--- config.mk ---
export PLATFORM = sky130hd
export DESIGN_NAME = timer_bank
export DESIGN_NICKNAME = d
export VERILOG_FILES = /design/src/rtl/timer_bank.sv
export SDC_FILE = /design/constraint.sdc
export NUM_CORES = 1
export LEC_CHECK = 0
export CAP_MARGIN = 10
export CELL_PAD_IN_SITES_DETAIL_PLACEMENT = 0
export CELL_PAD_IN_SITES_GLOBAL_PLACEMENT = 1
export CORE_MARGIN = 4
export CORE_UTILIZATION = 47
export DETAILED_ROUTE_END_ITERATION = 7
export GPL_TIMING_DRIVEN = 0
export PLACE_DENSITY_LB_ADDON = 0.25
export RECOVER_POWER = 100
export SLEW_MARGIN = 20
export SYNTH_ARGS = -nofsm -noshare
export SYNTH_HDL_FRONTEND = slang
export SYNTH_SLANG_ARGS = --single-unit
--- constraint.sdc ---
create_clock -name clk -period 2.9 [get_ports clk]
set_clock_uncertainty 0.15 [all_clocks]
set_input_delay 0.58 -clock clk [delete_from_list [all_inputs] [get_ports clk]]
set_output_delay 0.58 -clock clk [all_outputs]
set_load 0.01 [all_outputs]
--- src/rtl/timer_bank.sv ---
// timer_bank: a bank of independent timer channels. Each channel counts up
// to its limit and then expires. Periodic channels restart, one-shot channels
// stop, and square-wave channels toggle clk_out on every expiry. Expiries set
// sticky status bits. The masked status bits are OR-ed into one registered
// interrupt line.
module timer_bank #(
    parameter int WIDTH    = 32,
    parameter int CHANNELS = 4,
    parameter int CH_W     = (CHANNELS > 1) ? $clog2(CHANNELS) : 1
) (
    input  logic                clk,
    input  logic                rst_n,
    input  logic                i_en,
    input  logic                i_cfg_we,
    input  logic [CH_W-1:0]     i_cfg_ch,
    input  logic [WIDTH-1:0]    i_cfg_limit,
    input  logic [1:0]          i_cfg_mode,
    input  logic                i_cfg_run,
    input  logic [CHANNELS-1:0] i_irq_mask,
    input  logic [CHANNELS-1:0] i_irq_clr,
    output logic [CHANNELS-1:0] o_tick,
    output logic [CHANNELS-1:0] o_clk_out,
    output logic [CHANNELS-1:0] o_irq_status,
    output logic                o_irq,
    output logic [WIDTH-1:0]    o_rd_count,
    output logic [CHANNELS-1:0] o_running
);

    localparam logic [1:0] MODE_ONESHOT = 2'b01;
    localparam logic [1:0] MODE_SQUARE  = 2'b10;

    logic [CHANNELS-1:0][WIDTH-1:0] w_count;
    logic [WIDTH-1:0]               w_rd_sel;
    logic                           r_irq;
    logic [WIDTH-1:0]               r_rd_count;

    genvar gi;
    generate
        for (gi = 0; gi < CHANNELS; gi++) begin : g_ch
            logic [WIDTH-1:0] r_count;
            logic [WIDTH-1:0] r_limit;
            logic [1:0]       r_mode;
            logic             r_run;
            logic             r_clk_out;
            logic             r_tick;
            logic             r_status;
            logic             w_wr;
            logic             w_active;
            logic             w_expire;

            // Out-of-range channel numbers have no matching gi, so those writes are dropped.
            assign w_wr     = i_cfg_we && (i_cfg_ch == CH_W'(gi));
            // A config write to this channel pre-empts counting and any expiry in that cycle.
            assign w_active = i_en && r_run && !w_wr;
            assign w_expire = w_active && (r_count == r_limit);

            // Per-channel counter, configuration, square-wave output and sticky status.
            always_ff @(posedge clk or negedge rst_n) begin
                if (!rst_n) begin
                    r_count   <= '0;
                    r_limit   <= '1;
                    r_mode    <= 2'b00;
                    r_run     <= 1'b0;
                    r_clk_out <= 1'b0;
                    r_tick    <= 1'b0;
                    r_status  <= 1'b0;
                end else begin
                    r_tick   <= w_expire;
                    // A new expiry wins over a simultaneous clear.
                    r_status <= w_expire | (r_status & ~i_irq_clr[gi]);
                    if (w_wr) begin
                        r_limit   <= i_cfg_limit;
                        r_mode    <= i_cfg_mode;
                        r_run     <= i_cfg_run;
                        r_count   <= '0;
                        r_clk_out <= 1'b0;
                    end else if (w_active) begin
                        if (w_expire) begin
                            r_count <= '0;
                            if (r_mode == MODE_ONESHOT) begin
                                r_run <= 1'b0;
                            end
                            if (r_mode == MODE_SQUARE) begin
                                r_clk_out <= ~r_clk_out;
                            end
                        end else begin
                            r_count <= r_count + WIDTH'(1);
                        end
                    end
                end
            end

            assign w_count[gi]      = r_count;
            assign o_tick[gi]       = r_tick;
            assign o_clk_out[gi]    = r_clk_out;
            assign o_irq_status[gi] = r_status;
            assign o_running[gi]    = r_run;
        end
    endgenerate

    // Read-back mux; a channel number with no channel behind it reads as zero.
    always_comb begin
        w_rd_sel = '0;
        for (int i = 0; i < CHANNELS; i++) begin
            if (i_cfg_ch == CH_W'(i)) begin
                w_rd_sel = w_count[i];
            end
        end
    end

    // Registered interrupt line and count read-back, one cycle behind their sources.
    always_ff @(posedge clk or negedge rst_n) begin
        if (!rst_n) begin
            r_irq      <= 1'b0;
            r_rd_count <= '0;
        end else begin
            r_irq      <= |(o_irq_status & i_irq_mask);
            r_rd_count <= w_rd_sel;
        end
    end

    assign o_irq      = r_irq;
    assign o_rd_count = r_rd_count;

endmodule

## After elaboration in Yosys (flattened, before gate mapping)

Cells that the tools add are included.
W data, S select, Z words.

- Bits in read-only memories: 0
- Output and inout bits: 49
- Bits in latches: 0
- RAM bits: 0
- Input port bits: 49
- Memories: 0
- Register bits after elaboration: 313
- Word-level logic and storage cells: 160

- Shifts and indexed selects: 0
- Bitwise operators: 17
- Mux-type cells: 48
- $add $sub $neg: 4
- Magnitude comparators: 0
- Divide/modulo/power cells: 0
- Equality and inequality tests: 15
- Multiply operators: 0
- Reductions and logical operators: 46

Operator list:

| operator | number |
|---|---|
| $mux W32 | 16 |
| $add A32 B1 Y32 const B | 4 |
| $eq A32 B32 Y1 | 4 |
| $mux W1 | 32 |
| $reduce_bool A2 Y1 | 16 |
| $reduce_and A3 Y1 | 8 |
| $logic_and A1 B1 Y1 | 16 |
| $eq A2 B2 Y1 const B | 6 |
| $eq A2 B1 Y1 const B | 5 |
| $not A1 Y1 | 8 |
| $and A1 B1 Y1 | 4 |
| $and A4 B4 Y4 | 1 |
| $logic_not A1 Y1 | 4 |
| $or A1 B1 Y1 | 4 |
| $reduce_or A4 Y1 | 1 |
| $logic_not A2 Y1 | 1 |

## Logic depth before layout (Yosys ltp)

- Word-level depth: 8
- Mapped depth: 7
- Gate-level depth less buffers: 6

## Worst setup path before layout

Ideal clock, no wire load.

- Path type: input to register
- From: in i_cfg_we
- To: reg g_ch[0].r_count[22]
- Setup time: 132 ps
- Required time: 2,618 ps
- Stages on the path: 7
- Data arrival time: 1,938 ps
- Setup slack: 680 ps
- Path buffers: 2
- Cell sequence: buf_2 nor3b_2 o2111ai_1 buf_2 nor4_1 xnor2_1 nor2_1

- Longest elaborated chain between the ends: 7
- Elaborated cells between the ends (all ways): 8
- Those cells by class: 3 x mux; 5 x reduce/logical

Ends and longest elaborated chain:

| what | RTL line | text |
|---|---|---|
| start: declaration | 14 | `input logic i_cfg_we,` |
| $logic_and A1 B1 Y1 * | 52 | `assign w_wr = i_cfg_we && (i_cfg_ch == CH_W'(gi));` |
| $logic_not A1 Y1 | 54 | `assign w_active = i_en && r_run && !w_wr;` |
| $logic_and A1 B1 Y1 | 54 |  |
| $logic_and A1 B1 Y1 | 55 | `assign w_expire = w_active && (r_count == r_limit);` |
| $mux W32 | 78 | `if (w_expire) begin` |
| $mux W32 | 77 | `end else if (w_active) begin` |
| $mux W32 | 71 | `if (w_wr) begin` |
| end signal: assignment | 87 | `r_count <= r_count + WIDTH'(1);` |
| end: declaration | 40 | `logic [WIDTH-1:0] r_count;` |

Mark *: on every way between the ends. The rest lies on a longest branch, timed or not. The select of a mux whose other input is x is not followed.
A chain may end at the register's enable or synchronous reset.

## Worst setup path after layout

- From: in i_cfg_ch[0]
- To: reg g_ch[1].r_limit[29]

- Longest elaborated chain between the ends: 2

Ends and longest elaborated chain:

| what | RTL line | text |
|---|---|---|
| start: declaration | 15 | `input logic [CH_W-1:0] i_cfg_ch,` |
| $eq A2 B1 Y1 | 52 |  |
| $logic_and A1 B1 Y1 | 52 |  |
| end signal: assignment | 72 | `r_limit <= i_cfg_limit;` |
| end: declaration | 41 | `logic [WIDTH-1:0] r_limit;` |

No other way between the ends.

==> flow_summary_export.csv <==
group,metric,value,unit
run_status,outcome,"finished, final reports clean",
clock_tree,cts_max_level,2,
routing,ant_nets,0,
synth,syn_area,16000,um^2
power_and_ir_drop,ir_drop,0.000374,V
job,drv_cap,0,
global_routing,grt_pass1_wl,83300,um
worst_setup_path,worstPathMaxFanout,10,
worst_setup_path,crit_chain,"clkdlybuf4s50_1 -> buf_2 -> and3b_1 -> clkbuf_1 -> clkbuf_2 -> clkbuf_1 -> nand2_1 -> nand2_1",
synth,ys.flop_type,"dfrtp_1",
timing,fin_crit_sh,96.0,%
clock_tree,root_buffer,"clkbuf_16",
timing,maxSlewViolCount,0,
timing,maxSlewHeadroom,9.73,%
cells_and_area,syn2layout_area_growth,17.6,%
die,rows,67,
clock_tree,clk_latency,0.52,ns
routing,drc,0,
global_routing,overflow,0,
cells_and_area,fin_util,56.1,%
clock_tree,cts_tree,"yes",
worst_setup_path,cp-start-kind,"input port",
worst_setup_path,path_delay_family,"buffers and inverters",
synth,synth_seq_cells,313,
power_and_ir_drop,p_per_area,626,nW/um^2
die,core,33500,um^2
die,start_util,47.7,%
timing,max_freq,359,MHz
hold_path,min_path_type,"reg -> reg",
routing,via_per_inst,5.71,
placed_design,gp_congestion,0.954,
die,ioPinCount,98,
synth,syn_nets,1704,
timing,setup_tns,0,ns
power_and_ir_drop,p_leak,8.41,nW
clock_tree,cts_sinks,313,
clock_tree,clock_path_buffers,3,
worst_setup_path,arrival,3.09,ns
synth,synth_edf_count,0,
global_routing,grt_start_max_net_pins,97,
synth,syn_area_per_cell,9.69,um^2
worst_setup_path,reg2reg_slack,0.23,ns
synth,yosysUniqueCellTypes,62,
die,die_h,193,um
die,die_area,37100,um^2
routing,first_pass_iters,6,
placed_design,placed_cell_area,17600,um^2
clock_tree,path_clk_slew,0.06,ns
synth,async_flop_share,100,%
worst_setup_path,timing.rr.end,"g_ch[2].r_count[0]$_DFFE_PN0P_",
clock_tree,cts_inserted_buffers,36,
placed_design,place_hpwl,41200,um
worst_setup_path,ff2ff_path_depth,6,
cells_and_area,final_cell_area,18800,um^2
global_routing,grt_pass1_vias,12500,
worst_setup_path,critPathBufInv,5,
routing,vias,12900,
worst_setup_path,critPathCaptureType,"register",
synth,ys_warn_count,0,
timing,hold_viol_final,0,
worst_setup_path,crit_type,"in -> reg",
worst_setup_path,slowest_delay,0.66,ns
timing,worstMarginPinSlew,1.35,ns
worst_setup_path,cp_slowest_cell,"clkdlybuf4s50_1",
cells_and_area,drive_above_1_share,15.1,%
worst_setup_path,r2r_start,"g_ch[2].r_count[25]$_DFFE_PN0P_",
cells_and_area,nNetsFinal,1840,
timing,rsz0062_at_grt,"false",
die,die_x,193,um
hold_path,min-delay-start,"g_ch[1].r_limit[12]$_DFFE_PN1N_",
routing,wl_per_cell,24.9,um
routing,drtIter0Drc,1217,
global_routing,antenna_found_initial,2,
cells_and_area,fillers,3064,
global_routing,grt_usage,30.9,%
routing,drt_wl_total,56300,um
placed_design,portBuffers,96,
power_and_ir_drop,p_total,11.8,mW
hold_path,min_path_cells,2,
synth,synth_cells,1651,
timing,setup_viol,0,
synth,yosysSeqAreaShare,49.9,%
timing,post-route-min-period,2.78,ns
worst_setup_path,worst_ep_required_time,3.21,ns
hold_path,hold-path-endpoint,"g_ch[1].r_limit[12]$_DFFE_PN1N_",
==> state kept, by name (all words and copies together), names as in the netlist <==
register	flops
g_ch.r_clk_out	4
g_ch.r_count	128
g_ch.r_limit	128
g_ch.r_mode	8
g_ch.r_run	4
g_ch.r_status	4
g_ch.r_tick	4
o_irq	1
o_rd_count	32
==> worst register-to-register path, delay by kind of cell, from the launching register on <==
family          cells  cell delay, ns
xor+xnor            1            0.28
compound gates      2            0.35
buf+inv             1            0.24
simple gates        2            0.99
flops               1            0.52
==> per-layer routing <==
| metal | GRT usage, % | part of all wire (%) |
|---|---|---|
| met1 | 45.5 | 44 |
| met2 | 47.2 | 45 |
| met3 | 5.01 | 8.1 |
| met4 | 9.60 | 3.5 |
| met5 | 0 | 0.034 |
==> worst max path at each step <==
stage | from | endpoint | slack (ns) | cells past startpoint
after floorplan | i_cfg_we | g_ch[0].r_count[22]$_DFFE_PN0P_ | 0.68 | 7
after global placement | rst_n | g_ch[3].r_tick$_DFF_PN0_ | -12.64 | 1
after detailed placement | i_en | g_ch[3].r_run$_DFFE_PN0P_ | -0.93 | 7
after CTS | i_cfg_ch[0] | g_ch[1].r_limit[0]$_DFFE_PN1N_ | 0.08 | 8
after global routing | i_cfg_ch[1] | g_ch[0].r_count[22]$_DFFE_PN0P_ | 0.04 | 7
final | i_cfg_ch[0] | g_ch[1].r_limit[29]$_DFFE_PN1N_ | 0.12 | 8
==> power by group <==
part / internal [mW] / switching, mW / leakage (nW)
registers: 4.96 / 0.402 / 3.89
clock network: 3.05 / 1.83 / 0.621
logic: 0.620 / 0.908 / 3.89
total: 8.64 / 3.14 / 8.41
==> cell usage in the layout (no fill, tap or decap), drive strengths merged, types with 7 or more instances in the layout <==
cell type / n
and4: 21
nand2: 453
buf: 32
dfstp: 128
mux4: 32
nand4: 63
and2: 8
dlygate4sd3: 51
clkbuf: 138
nor4: 41
dfrtp: 185
nor2: 107
o21ai: 11
inv: 14
and3: 18
nor3: 60
nand3: 68
clkdlybuf4s50: 44
xnor2: 137
mux2i: 7
xor2: 110
==> timing repair <==
action | in CTS | in global routing
endpoints found under the setup margin | 106 | 87
endpoints found under the hold margin | 43 | 0
buffers inserted | 0 | 0
hold buffers | 1 | 0
cloned | 0 | 0
resized for setup | 2 | 10
==> area by class of cell <==
type                    instances  area, um^2  area share [%]
diodes                          1        2.50          0.0133
plain buffers                 112         522            2.77
clock buffers                  53        1060            5.61
clock inverters                11         205            1.09
inverters                      14        52.6           0.279
multi-input cells            1210        7410            39.4
flip-flops and latches        313        7990            42.5
well taps                     448         561            2.98
repair buffers                100        1010            5.39
==> kinds of logic (layout without fill, tap and decap cells) <==
kind of cell	Yosys count	count (layout)	share of synthesized area [%]
AOI/OAI and AO/OA	44	44	2.08
xor gates and xnor gates	247	247	13.5
adders and majority gates	4	4	0.313
buffers and inverters	128	290	3.76
DFF	313	313	49.9
muxes	39	39	4.96
other	0	1	0
and+or+nand+nor	876	876	25.4
==> Yosys cell counts (all sizes together), types with 5 or more instances <==
| master | instances | area, um^2 |
|---|---|---|
| nor3 | 60 | 305 |
| and2 | 8 | 50.1 |
| xor2 | 110 | 963 |
| mux4 | 32 | 724 |
| and3 | 18 | 113 |
| inv | 14 | 52.6 |
| buf | 50 | 309 |
| xnor2 | 137 | 1200 |
| dfrtp | 185 | 4630 |
| dfstp | 128 | 3360 |
| mux2i | 7 | 70.1 |
| nand4 | 63 | 394 |
| nand2b | 5 | 31.3 |
| nor4 | 41 | 275 |
| nor2 | 107 | 402 |
| o21ai | 11 | 55.1 |
| nand3 | 68 | 340 |
| or4 | 5 | 37.5 |
| nand2 | 453 | 1700 |
| clkbuf | 64 | 240 |
| and4 | 21 | 185 |
==> through the flow <==
| step | hold WS, ns | worst slack (ns) | std cells |
|---|---|---|---|
| global route | 0.323 | 0.0377 | 2261 |
| finish | 0.313 | 0.117 | 2262 |
| CTS | 0.315 | 0.0811 | 2263 |
| global placement | 0.302 | -12.64 | 2195 |
| detailed placement | 0.305 | -0.927 | 2198 |
| floorplan | 0.134 | 0.680 | 1651 |
Power figures use the tool's default switching activity.
